### config.mk
export PLATFORM = sky130hd
export DESIGN_NAME = tlp_demux_rx
export DESIGN_NICKNAME = d
export VERILOG_FILES = /design/src/rtl/tlp_demux_rx_pkg.sv /design/src/rtl/tlp_demux_rx_fifo_sync.sv /design/src/rtl/tlp_demux_rx.sv
export SDC_FILE = /design/constraint.sdc
export NUM_CORES = 1
export LEC_CHECK = 0
export ABC_AREA = 1
export CORE_MARGIN = 2
export CORE_UTILIZATION = 40
export CTS_BUF_LIST = sky130_fd_sc_hd__clkbuf_2 sky130_fd_sc_hd__clkbuf_4 sky130_fd_sc_hd__clkbuf_8
export DETAILED_ROUTE_END_ITERATION = 12
export GPL_TIMING_DRIVEN = 0
export MAX_ROUTING_LAYER = met4
export PLACE_DENSITY = 0.69
export SETUP_SLACK_MARGIN = 0.02
export SLEW_MARGIN = 20
export SYNTH_ARGS = -nofsm -noshare
export SYNTH_HDL_FRONTEND = slang
export SYNTH_SLANG_ARGS = --single-unit
export TNS_END_PERCENT = 30
### constraint.sdc
create_clock -name clk -period 2.3 [get_ports clk]
set_input_delay 0.23 -clock clk [delete_from_list [all_inputs] [get_ports clk]]
set_output_delay 0.23 -clock clk [all_outputs]
set_load 0.1 [all_outputs]
### src/rtl/tlp_demux_rx_pkg.sv
`default_nettype none
// ============================================================================
//  Module   : tlp_demux_rx_pkg
//  Purpose  : Shared definitions for the transaction-layer receive demux.
//             Holds the virtual-channel count, the legal destination codes,
//             the drop counter width and the destination legality check.
//  Ports    : none (package)
//  Revision : 1.0  initial release
// ============================================================================
package tlp_demux_rx_pkg;

    localparam int NUM_VC     = 4;
    localparam int VC_W       = 2;
    localparam int DROP_CNT_W = 8;

    localparam logic [DROP_CNT_W-1:0] DROP_CNT_MAX = '1;

    typedef enum logic [VC_W-1:0] {
        VC0 = 2'd0,
        VC1 = 2'd1,
        VC2 = 2'd2,
        VC3 = 2'd3
    } vc_e;

    // A destination is legal only if it names one of the implemented VCs.
    // The caller zero-extends its destination field to 32 bits.
    function automatic logic dest_is_legal(input logic [31:0] dest);
        return (dest < 32'(NUM_VC));
    endfunction

endpackage
`default_nettype wire

### src/rtl/tlp_demux_rx_fifo_sync.sv
`default_nettype none
// ============================================================================
//  Module   : fifo_sync
//  Purpose  : Single-clock FIFO with registered read data and registered
//             status flags derived from the post-update occupancy.
//  Ports    : clk, reset_L (sync, active-low)
//             push, wr_data            - write side (ignored when full)
//             pop                      - read request (ignored when empty)
//             rd_data, rd_valid        - word popped on the last edge
//             empty, full, almost_full - occupancy flags
//  Revision : 1.0  initial release
// ============================================================================
module fifo_sync #(
    parameter int DATA_W    = 8,
    parameter int DEPTH     = 4,
    parameter int AF_THRESH = 3
) (
    input  logic              clk,
    input  logic              reset_L,
    input  logic              push,
    input  logic [DATA_W-1:0] wr_data,
    input  logic              pop,
    output logic [DATA_W-1:0] rd_data,
    output logic              rd_valid,
    output logic              empty,
    output logic              full,
    output logic              almost_full
);

    localparam int AW = $clog2(DEPTH);

    logic [DATA_W-1:0] r_mem [DEPTH];
    logic [AW-1:0]     r_wr_ptr;
    logic [AW-1:0]     r_rd_ptr;
    logic [AW:0]       r_occ;
    logic [DATA_W-1:0] r_rd_data;
    logic              r_rd_valid;
    logic              r_empty;
    logic              r_full;
    logic              r_af;

    logic              w_do_push;
    logic              w_do_pop;
    logic [AW:0]       w_occ_nxt;

    // Pushes and pops are qualified by the registered flags, so a full FIFO
    // refuses a push even when it is popped in the same cycle. The memory
    // write is also held off during reset so reset wins over a push.
    assign w_do_push = push && !r_full && reset_L;
    assign w_do_pop  = pop  && !r_empty;

    always_comb begin
        w_occ_nxt = r_occ;
        case ({w_do_push, w_do_pop})
            2'b10:   w_occ_nxt = r_occ + (AW+1)'(1);
            2'b01:   w_occ_nxt = r_occ - (AW+1)'(1);
            default: w_occ_nxt = r_occ;
        endcase
    end

    always_ff @(posedge clk) begin
        if (w_do_push) begin
            r_mem[r_wr_ptr] <= wr_data;
        end
    end

    always_ff @(posedge clk) begin
        if (!reset_L) begin
            r_wr_ptr   <= '0;
            r_rd_ptr   <= '0;
            r_occ      <= '0;
            r_rd_data  <= '0;
            r_rd_valid <= 1'b0;
            r_empty    <= 1'b1;
            r_full     <= 1'b0;
            r_af       <= 1'b0;
        end else begin
            r_rd_valid <= w_do_pop;
            if (w_do_push) begin
                r_wr_ptr <= r_wr_ptr + AW'(1);
            end
            if (w_do_pop) begin
                r_rd_data <= r_mem[r_rd_ptr];
                r_rd_ptr  <= r_rd_ptr + AW'(1);
            end
            r_occ   <= w_occ_nxt;
            r_empty <= (w_occ_nxt == '0);
            r_full  <= (w_occ_nxt == (AW+1)'(DEPTH));
            r_af    <= (w_occ_nxt >= (AW+1)'(AF_THRESH));
        end
    end

    assign rd_data     = r_rd_data;
    assign rd_valid    = r_rd_valid;
    assign empty       = r_empty;
    assign full        = r_full;
    assign almost_full = r_af;

endmodule
`default_nettype wire

### src/rtl/tlp_demux_rx.sv
`default_nettype none
// ============================================================================
//  Module   : tlp_demux_rx
//  Purpose  : Receive side of the transaction-layer arbiter link. Steers one
//             (data, dest) beat per cycle into one of four per-VC FIFOs,
//             applies per-destination backpressure and counts beats that
//             carry an illegal destination.
//  Ports    : clk, reset_L (sync, active-low)
//             in_valid, in_data, in_dest, in_ready - input beat handshake
//             pop0..3                              - per-VC read requests
//             data_out0..3, valid_out0..3          - per-VC read data
//             empty0..3, full0..3, almost_full0..3 - per-VC status
//             drop_cnt                             - saturating drop count
//  Revision : 1.0  initial release
// ============================================================================
module tlp_demux_rx
    import tlp_demux_rx_pkg::*;
#(
    parameter int DATA_W    = 8,
    parameter int DEST_W    = 4,
    parameter int DEPTH     = 4,
    parameter int AF_THRESH = 3
) (
    input  logic                  clk,
    input  logic                  reset_L,
    input  logic                  in_valid,
    input  logic [DATA_W-1:0]     in_data,
    input  logic [DEST_W-1:0]     in_dest,
    output logic                  in_ready,
    input  logic                  pop0,
    input  logic                  pop1,
    input  logic                  pop2,
    input  logic                  pop3,
    output logic [DATA_W-1:0]     data_out0,
    output logic [DATA_W-1:0]     data_out1,
    output logic [DATA_W-1:0]     data_out2,
    output logic [DATA_W-1:0]     data_out3,
    output logic                  valid_out0,
    output logic                  valid_out1,
    output logic                  valid_out2,
    output logic                  valid_out3,
    output logic                  empty0,
    output logic                  empty1,
    output logic                  empty2,
    output logic                  empty3,
    output logic                  full0,
    output logic                  full1,
    output logic                  full2,
    output logic                  full3,
    output logic                  almost_full0,
    output logic                  almost_full1,
    output logic                  almost_full2,
    output logic                  almost_full3,
    output logic [DROP_CNT_W-1:0] drop_cnt
);

    logic                  w_legal;
    vc_e                   w_vc;
    logic [NUM_VC-1:0]     w_pop;
    logic [NUM_VC-1:0]     w_push;
    logic [NUM_VC-1:0]     w_valid;
    logic [NUM_VC-1:0]     w_empty;
    logic [NUM_VC-1:0]     w_full;
    logic [NUM_VC-1:0]     w_af;
    logic [DATA_W-1:0]     w_data [NUM_VC];
    logic [DROP_CNT_W-1:0] r_drop_cnt;

    assign w_legal = dest_is_legal(32'(in_dest));
    assign w_vc    = vc_e'(in_dest[VC_W-1:0]);

    // Illegal beats are always swallowed; legal beats only stall on a full
    // target FIFO. Pops in the same cycle deliberately do not free a slot.
    assign in_ready = !w_legal || !w_full[w_vc];

    always_comb begin
        w_push = '0;
        if (in_valid && in_ready && w_legal) begin
            w_push[w_vc] = 1'b1;
        end
    end

    assign w_pop = {pop3, pop2, pop1, pop0};

    for (genvar g = 0; g < NUM_VC; g++) begin : g_vc
        fifo_sync #(
            .DATA_W    (DATA_W),
            .DEPTH     (DEPTH),
            .AF_THRESH (AF_THRESH)
        ) u_fifo (
            .clk         (clk),
            .reset_L     (reset_L),
            .push        (w_push[g]),
            .wr_data     (in_data),
            .pop         (w_pop[g]),
            .rd_data     (w_data[g]),
            .rd_valid    (w_valid[g]),
            .empty       (w_empty[g]),
            .full        (w_full[g]),
            .almost_full (w_af[g])
        );
    end

    always_ff @(posedge clk) begin
        if (!reset_L) begin
            r_drop_cnt <= '0;
        end else if (in_valid && !w_legal && (r_drop_cnt != DROP_CNT_MAX)) begin
            r_drop_cnt <= r_drop_cnt + DROP_CNT_W'(1);
        end
    end

    assign drop_cnt = r_drop_cnt;

    assign data_out0    = w_data[0];
    assign data_out1    = w_data[1];
    assign data_out2    = w_data[2];
    assign data_out3    = w_data[3];
    assign valid_out0   = w_valid[0];
    assign valid_out1   = w_valid[1];
    assign valid_out2   = w_valid[2];
    assign valid_out3   = w_valid[3];
    assign empty0       = w_empty[0];
    assign empty1       = w_empty[1];
    assign empty2       = w_empty[2];
    assign empty3       = w_empty[3];
    assign full0        = w_full[0];
    assign full1        = w_full[1];
    assign full2        = w_full[2];
    assign full3        = w_full[3];
    assign almost_full0 = w_af[0];
    assign almost_full1 = w_af[1];
    assign almost_full2 = w_af[2];
    assign almost_full3 = w_af[3];

endmodule
`default_nettype wire
==> metrics.md, run 1 <==
| Metric | Value |
|---|---|
| Crit path capture type | output pin |
| LEAKAGE | 4.51 nW |
| Overflow after GRT | 0 |
| Core ar. | 21600 sq um |
| Final wirelength | 19.7 mm |
| Worst relative slew slack | 0.324 |
| Longest Clk Path Bufs | 3 |
| Fin. Hold Viols | 0 |
| Vias in the first global route | 5943 |
| Endpoints failing setup | 0 |
| Nets | 1046 |
| Critical path class | register to output pin |
| Fin. max-slew vios | 0 |
| Root Driver | clkbuf_8 |
| Syn Area/Cell | 9.93 sq um |
| Worst Hold Class | primary input to register |
| Final worst setup slack | 0.0639 ns |
| Boundary pin count | 76 |
| Met3 Resource Use GR | 0.0365 |
| Met2 usage | 0.305 |
| CTS Hold Bufs | 0 |
| Crit path time final | 2.24 ns |
| Crit Path Max Fanout | 2 |
| CP Data Arrival Time | 2.01 ns |
| Fmax achieved | 447 MHz |
| Worst slack, placed | -0.566 ns |
| Largest net degree at the start of global routing | 17 |
| CP cell instances | clkdlybuf4s50_1 |
| Met1 Track Usage GR | 0.204 |
| Status | complete, no violations |
| Ratio of cells with drive above 1 in the final layout | 0.131 |
| Buffers on Ports | 74 |
| Yosys reg bits | 212 |
| Total power | 0.00867 W |
| CP top delay family | buffers and inverters |
| Clock skew | 0.0217 ns |
| DR DRC count | 0 |
| DR iter-0 viols | 382 |
| Unrepaired setup endpoints after global routing | true |
| Max Cap Violations | 0 |
| Worst-margin pin slew | 1.01 ns |
| Crit path max-delay cell type | clkdlybuf4s50_1 |
| GP Congestion | 0.843 |
| CTS clk-pin slew, worst paths | 0.06 ns |
| Synth-to-layout area growth | 23.5% |
| Worst-Skew Late Latency | 0.52 ns |
| GR peak layer | met2 |
| CTS tree | done |
| Number of clock sinks | 212 |
| Die Wd | 152 um |
| Initial antenna violation count | 1 |
| Synth Warn # | 0 |
| GRT Overall Usage | 0.179 |
| Initial Util | 0.404 |
| DRT antenna net count | 0 |
| Via density | 4.75 |
| Clock H-tree levels | 2 |
| Final worst-path cycle share | 0.972 |
| Type of origin of the critical path | register |
| Die Area | 23000 sq um |
| Yosys cell types | 26 |
| VDD IR max | 419 uV |
| Cell Rows | 54 |
| Hpwl dp | 12.8 mm |
| Via count | 6216 |
| Synth Instances | 879 |
| Die Y | 152 um |
| P per Cell Area | 804 nW/um^2 |
| Cell area after synthesis | 8730 sq um |
| Crit path largest cell delay | 1.14 ns |
| Mapped Nets | 923 |
| Post-synthesis sequential area ratio | 0.633 |
| CP bufs+invs | 1 |
| Drt pass-1 iters | 4 |
| Worst Path Required | 2.07 ns |
| Clock buffer count from CTS | 37 |
| Routed length per instance | 15.0 um |
| First-pass GRT wire length | 30.3 mm |
## layout make-up
| type | count | area (sq um) |
|---|---|---|
| antenna | 1 | 2.50 |
| clock buffer | 58 | 692 |
| tap | 280 | 350 |
| inverter | 114 | 428 |
| sequential | 212 | 5540 |
| clock inverter | 8 | 62.6 |
| buffer | 35 | 191 |
| fill | 2000 | 10800 |
| timing repair buffer | 84 | 811 |
| multi-input combinational | 518 | 2700 |
## cells in the final DEF (no fill, tap or decap), drive strengths merged
| cell | synthesis | final |
|---|---|---|
| nor2 | 214 | 214 |
| nand4 | 9 | 9 |
| inv | 114 | 114 |
| clkdlybuf4s15 | 0 | 1 |
| clkbuf | 10 | 69 |
| dlygate4sd2 | 0 | 13 |
| clkdlybuf4s50 | 0 | 56 |
| ha | 21 | 21 |
| clkinvlp | 0 | 1 |
| nand2 | 86 | 86 |
| fa | 4 | 4 |
| clkinv | 0 | 6 |
| dfxtp | 84 | 84 |
| nand3 | 14 | 14 |
| o21ai | 137 | 137 |
| buf | 25 | 34 |
| mux2i | 3 | 3 |
| diode | 0 | 1 |
| xnor2 | 1 | 1 |
| a21oi | 9 | 9 |
| nor3 | 6 | 6 |
| dlymetal6s2s | 0 | 4 |
| bufinv | 0 | 1 |
| xor2 | 14 | 14 |
| edfxtp | 128 | 128 |
## metal layers
metal,vias up,part of all wire
li1,3108,-
met5,-,0
met2,153,0.51
met4,0,0.027
met3,38,0.050
met1,2917,0.41
## worst paths after layout
check	to	slack (ns)	startpoint	depth (start not counted)
hold reg to reg	drop_cnt[4]$_SDFFE_PN0P_	0.53	drop_cnt[4]$_SDFFE_PN0P_	2
setup reg to reg	g_vc[2].u_fifo.full$_SDFF_PN0_	0.09	g_vc[3].u_fifo.full$_SDFF_PN0_	12
hold / removal	g_vc[0].u_fifo.r_wr_ptr[1]$_SDFFE_PN0P_	0.1	reset_L	5
setup / recovery	data_out1[5]	0.06	g_vc[1].u_fifo.rd_data[5]$_SDFFE_PN0P_	1
## what timing repair did
action | CTS | global route
setup endpoints to repair | 21 | 19
setup buffers | 0 | 10
resized for setup | 19 | 28
pin swaps | 1 | 13
## cells in the mapped netlist
| library cell | count | area [sq um] |
|---|---|---|
| nand4_1 | 9 | 56.3 |
| o21ai_0 | 137 | 686 |
| nor2_1 | 213 | 800 |
| nor3_4 | 1 | 16.3 |
| fa_1 | 4 | 80.1 |
| nand3_2 | 2 | 20.0 |
| nor3_1 | 2 | 10.0 |
| a21oi_1 | 8 | 40.0 |
| buf_2 | 19 | 95.1 |
| mux2i_1 | 3 | 30.0 |
| inv_2 | 2 | 7.51 |
| edfxtp_1 | 128 | 3840 |
| nand2_1 | 86 | 323 |
| dfxtp_1 | 84 | 1680 |
| nor3_2 | 3 | 30.0 |
| ha_1 | 21 | 263 |
| inv_1 | 112 | 420 |
| a21oi_2 | 1 | 8.76 |
| nand3_1 | 10 | 50.1 |
| nand3_4 | 2 | 35.0 |
| nor2_4 | 1 | 11.3 |
| xnor2_1 | 1 | 8.76 |
| buf_4 | 4 | 30.0 |
| clkbuf_1 | 10 | 37.5 |
| buf_6 | 2 | 22.5 |
| xor2_1 | 14 | 123 |
## registers in the layout, indices dropped and copies added, names as in the netlist
signal / cells
g_vc.u_fifo.r_occ: 12
g_vc.u_fifo.full: 4
g_vc.u_fifo.rd_valid: 4
drop_cnt: 8
g_vc.u_fifo.almost_full: 4
g_vc.u_fifo.empty: 4
g_vc.u_fifo.r_mem: 128
g_vc.u_fifo.r_wr_ptr: 8
g_vc.u_fifo.rd_data: 32
g_vc.u_fifo.r_rd_ptr: 8
## logic make-up after synthesis
family	synth area share
XOR/XNOR	0.0151
multiplexers	0.00344
AND/OR/NAND/NOR	0.155
buffers and inverters	0.0702
adder cells (fa/ha/maj)	0.0393
AO/OA/AOI/OAI	0.0841
flip-flops	0.633
## where the power goes
part / internal, W / switching [W] / total (W)
sequential: 0.00410 / 0.0000410 / 0.00415
clock: 0.00202 / 0.00147 / 0.00349
combinational: 0.000254 / 0.000779 / 0.00103
## stage by stage
stage	instances	util	hold slack, ns	cell area [sq um]	setup TNS [ns]
detailed placement	1233	0.455	0.525	9830	-31.87
global placement	1233	0.455	0.515	9830	-27.83
finish	1310	0.499	0.0968	10800	0
floorplan	879	-	0.329	8740	-0.0444
global route	1310	0.499	0.113	10800	-0.174
CTS	1299	0.490	0.0727	10600	0
No activity file was read; power rests on OpenSTA's default activity.
==> run 2: changes to the inputs <==
Settings changed: CORE_ASPECT_RATIO set to 1.4, CORE_MARGIN 2 to 8.
==> run 2 against run 1 <==
  * Cell area is 0.61% lower
  * First-iteration DRC count down 8.6%
  * Sequential share of layout area increased by 0.34 points
  * Die area grew 17%
  * Non-clock buffer count increased by 4
  * Sequential power barely moved
  * Clock power fell by 6.9%
  * Via count decreased by 0.45%
  * Routed wire length rose by 1.5%
  * Critical endpoint is now empty2
  * Largest cell class unchanged
==> metrics.md, run 2 (synthesized netlist as in run 1, its figures left out) <==
| Metric | Value |
|---|---|
| Status | complete, no violations (unchanged) |
| Cell Rows | 64 (was 54) |
| Drt pass-1 iters | 5 (was 4) |
| Biggest register | g_vc.u_fifo.r_mem (unchanged) |
| P per Cell Area | 784 nW/um^2 (was 804 nW/um^2) |
| Fin area | 10700 sq um (was 10800 sq um) |
| Worst Hold Class | primary input to register (unchanged) |
| Fmax achieved | 445 MHz (was 447 MHz) |
| Met1 Track Usage GR | 0.150 (was 0.204) |
| Most common cell after layout, fill and taps aside | nor2_1 (unchanged) |
| First-pass GRT wire length | 30.4 mm (was 30.3 mm) |
| Final worst-path cycle share | 0.976 (was 0.972) |
| DRT antenna net count | 0 (unchanged) |
| Critical path class | register to output pin (unchanged) |
| Critical R2R Launch | g_vc[3].u_fifo.full$_SDFF_PN0_ (unchanged) |
| GR peak layer | met2 (unchanged) |
| Crit path largest cell delay | 1.13 ns (was 1.14 ns) |
| Routed length per instance | 15.5 um (was 15.0 um) |
| LEAKAGE | 4.67 nW (was 4.51 nW) |
| Number of clock sinks | 212 (unchanged) |
| Core ar. | 21600 sq um (unchanged) |
| Crit. path cell count | 1 (unchanged) |
| CTS clk-pin slew, worst paths | 0.06 ns (about the same) |
| Initial antenna violation count | 0 (was 1) |
| Buffers on Ports | 74 (unchanged) |
| Worst r2r path cells | 14 (was 12) |
| Vias in the first global route | 5915 (was 5943) |
| Worst-Skew Late Latency | 0.56 ns (was 0.52 ns) |
| Fin. Hold Viols | 0 (unchanged) |
| Max FFs per register | 128 (unchanged) |
| Final hold slack | 0.0970 ns (was 0.0968 ns) |
| Die Area | 26900 sq um (was 23000 sq um) |
| Fin cells | 1289 (was 1310) |
| CP top delay family | buffers and inverters (unchanged) |
| Initial Util | 0.404 (unchanged) |
| Clock H-tree levels | 1 (was 2) |
| Post-DP Area | 9810 sq um (was 9830 sq um) |
| Unrepaired setup endpoints after global routing | true (unchanged) |
| VDD IR max | 421 uV (was 419 uV) |
| Synth-to-layout area growth | 22.8% (was 23.5%) |
| GRT Overall Usage | 0.149 (was 0.179) |
| DR DRC count | 0 (unchanged) |
| Worst Hold Path EP | g_vc[1].u_fifo.r_wr_ptr[1]$_SDFFE_PN0P_ (was g_vc[0].u_fifo.r_wr_ptr[1]$_SDFFE_PN0P_) |
| Endpoints failing setup | 0 (unchanged) |
| Met2 usage | 0.287 (was 0.305) |
| Crit path time final | 2.24 ns (about the same) |
| Worst Path Required | 2.07 ns (about the same) |
| CTS Hold Bufs | 0 (unchanged) |
| Worst-margin pin slew | 1.02 ns (was 1.01 ns) |
| Crit path max-delay cell type | clkdlybuf4s50_1 (unchanged) |
| CTS tree | done (unchanged) |
| Fin. max-slew vios | 0 (unchanged) |
| R2R setup slack | 0.06 ns (was 0.09 ns) |
| HP Start | reset_L (unchanged) |
| Via count | 6188 (was 6216) |
| Die Wd | 141 um (was 152 um) |
| Hpwl dp | 13.5 mm (was 12.8 mm) |
| Ratio of cells with drive above 1 in the final layout | 0.132 (was 0.131) |
| Longest Clk Path Bufs | 3 (unchanged) |
| Root Driver | clkbuf_8 (unchanged) |
| Boundary pin count | 76 (unchanged) |
| CP Data Arrival Time | 2.01 ns (about the same) |
| CP cell instances | clkdlybuf4s50_1 (unchanged) |
| Via density | 4.80 (was 4.75) |
| Hold path cells | 5 (unchanged) |
| Die Y | 191 um (was 152 um) |
| Crit path capture type | output pin (unchanged) |
| GP Congestion | 0.803 (was 0.843) |
| Clock skew | 0.0202 ns (was 0.0217 ns) |
| Reg2reg end | g_vc[3].u_fifo.full$_SDFF_PN0_ (was g_vc[2].u_fifo.full$_SDFF_PN0_) |
| Largest net degree at the start of global routing | 17 (unchanged) |
| Worst relative slew slack | 0.323 (was 0.324) |
| Final wirelength | 20.0 mm (was 19.7 mm) |
| Type of origin of the critical path | register (unchanged) |
| CP bufs+invs | 1 (unchanged) |
| Met3 Resource Use GR | 0.0203 (was 0.0365) |
| DR iter-0 viols | 349 (was 382) |
| Most frequent cells in the layout | 212 x nor2_1, 135 x o21ai_0, 128 x edfxtp_1 (unchanged) |
| N_diodes | 0 (was 1) |
| Nets | 1044 (was 1046) |
| Placed Cells | 1217 (was 1233) |
| Crit Path Max Fanout | 2 (unchanged) |
| Max Cap Violations | 0 (unchanged) |
| Clock buffer count from CTS | 31 (was 37) |
| Overflow after GRT | 0 (unchanged) |
run 2: through the flow:
step,util,total power [W],setup TNS [ns],setup slack [ns]
finish,0.496,0.00840,0,0.0553
global route,0.496,0.00873,-0.105,-0.0407
CTS,0.488,0.00846,-0.00262,-0.00262
detailed placement,0.454,0.00527,-29.39,-0.679
global placement,0.454,0.00525,-27.48,-0.653
floorplan,-,0.00495,-0.0444,-0.0444
run 2: power by group:
part | switching, W | internal (W) | leakage [nW] | total, W
clock network | 0.00138 | 0.00186 | 0.365 | 0.00325
registers | 0.0000423 | 0.00410 | 1.83 | 0.00414
logic | 0.000789 | 0.000225 | 2.47 | 0.00101
run 2: how the worst max path moves through the flow:
stage,to,startpoint
CTS,g_vc[2].u_fifo.full$_SDFF_PN0_,g_vc[0].u_fifo.full$_SDFF_PN0_
detailed placement,g_vc[2].u_fifo.full$_SDFF_PN0_,in_valid
global placement,g_vc[2].u_fifo.full$_SDFF_PN0_,in_valid
global route,g_vc[3].u_fifo.full$_SDFF_PN0_,g_vc[3].u_fifo.full$_SDFF_PN0_
finish,empty2,g_vc[2].u_fifo.empty$_SDFF_PN1_
floorplan,in_ready,g_vc[3].u_fifo.full$_SDFF_PN0_
run 2: per-layer routing:
metal / part of all wire / vias to the layer above
li1: - / 3087
met1: 0.38 / 2907
met2: 0.55 / 155
met3: 0.047 / 39
met4: 0.027 / 0
met5: 0 / -
run 2: layout make-up:
| cell class | instances | area [sq um] |
|---|---|---|
| Fill cell | 1960 | 10900 |
| Tap cell | 264 | 330 |
| Sequential cell | 212 | 5550 |
| Timing Repair Buffer | 88 | 827 |
| Clock buffer | 44 | 543 |
| Buffer | 35 | 191 |
| Inverter | 114 | 428 |
| Clock inverter | 14 | 144 |
| Multi-Input combinational cell | 518 | 2710 |
run 2: timing repair:
action / 4_1_cts / 5_1_grt
setup buffers: 6 / 8
resized for setup: 54 / 27
endpoints found under the setup margin: 50 / 28
pin swaps: 5 / 16
==> run 3: changes to the inputs <==
Settings changed: CAP_MARGIN set to 20.
==> results of run 3 <==
The final DEF is identical to that of run 2; final timing and power are the same.
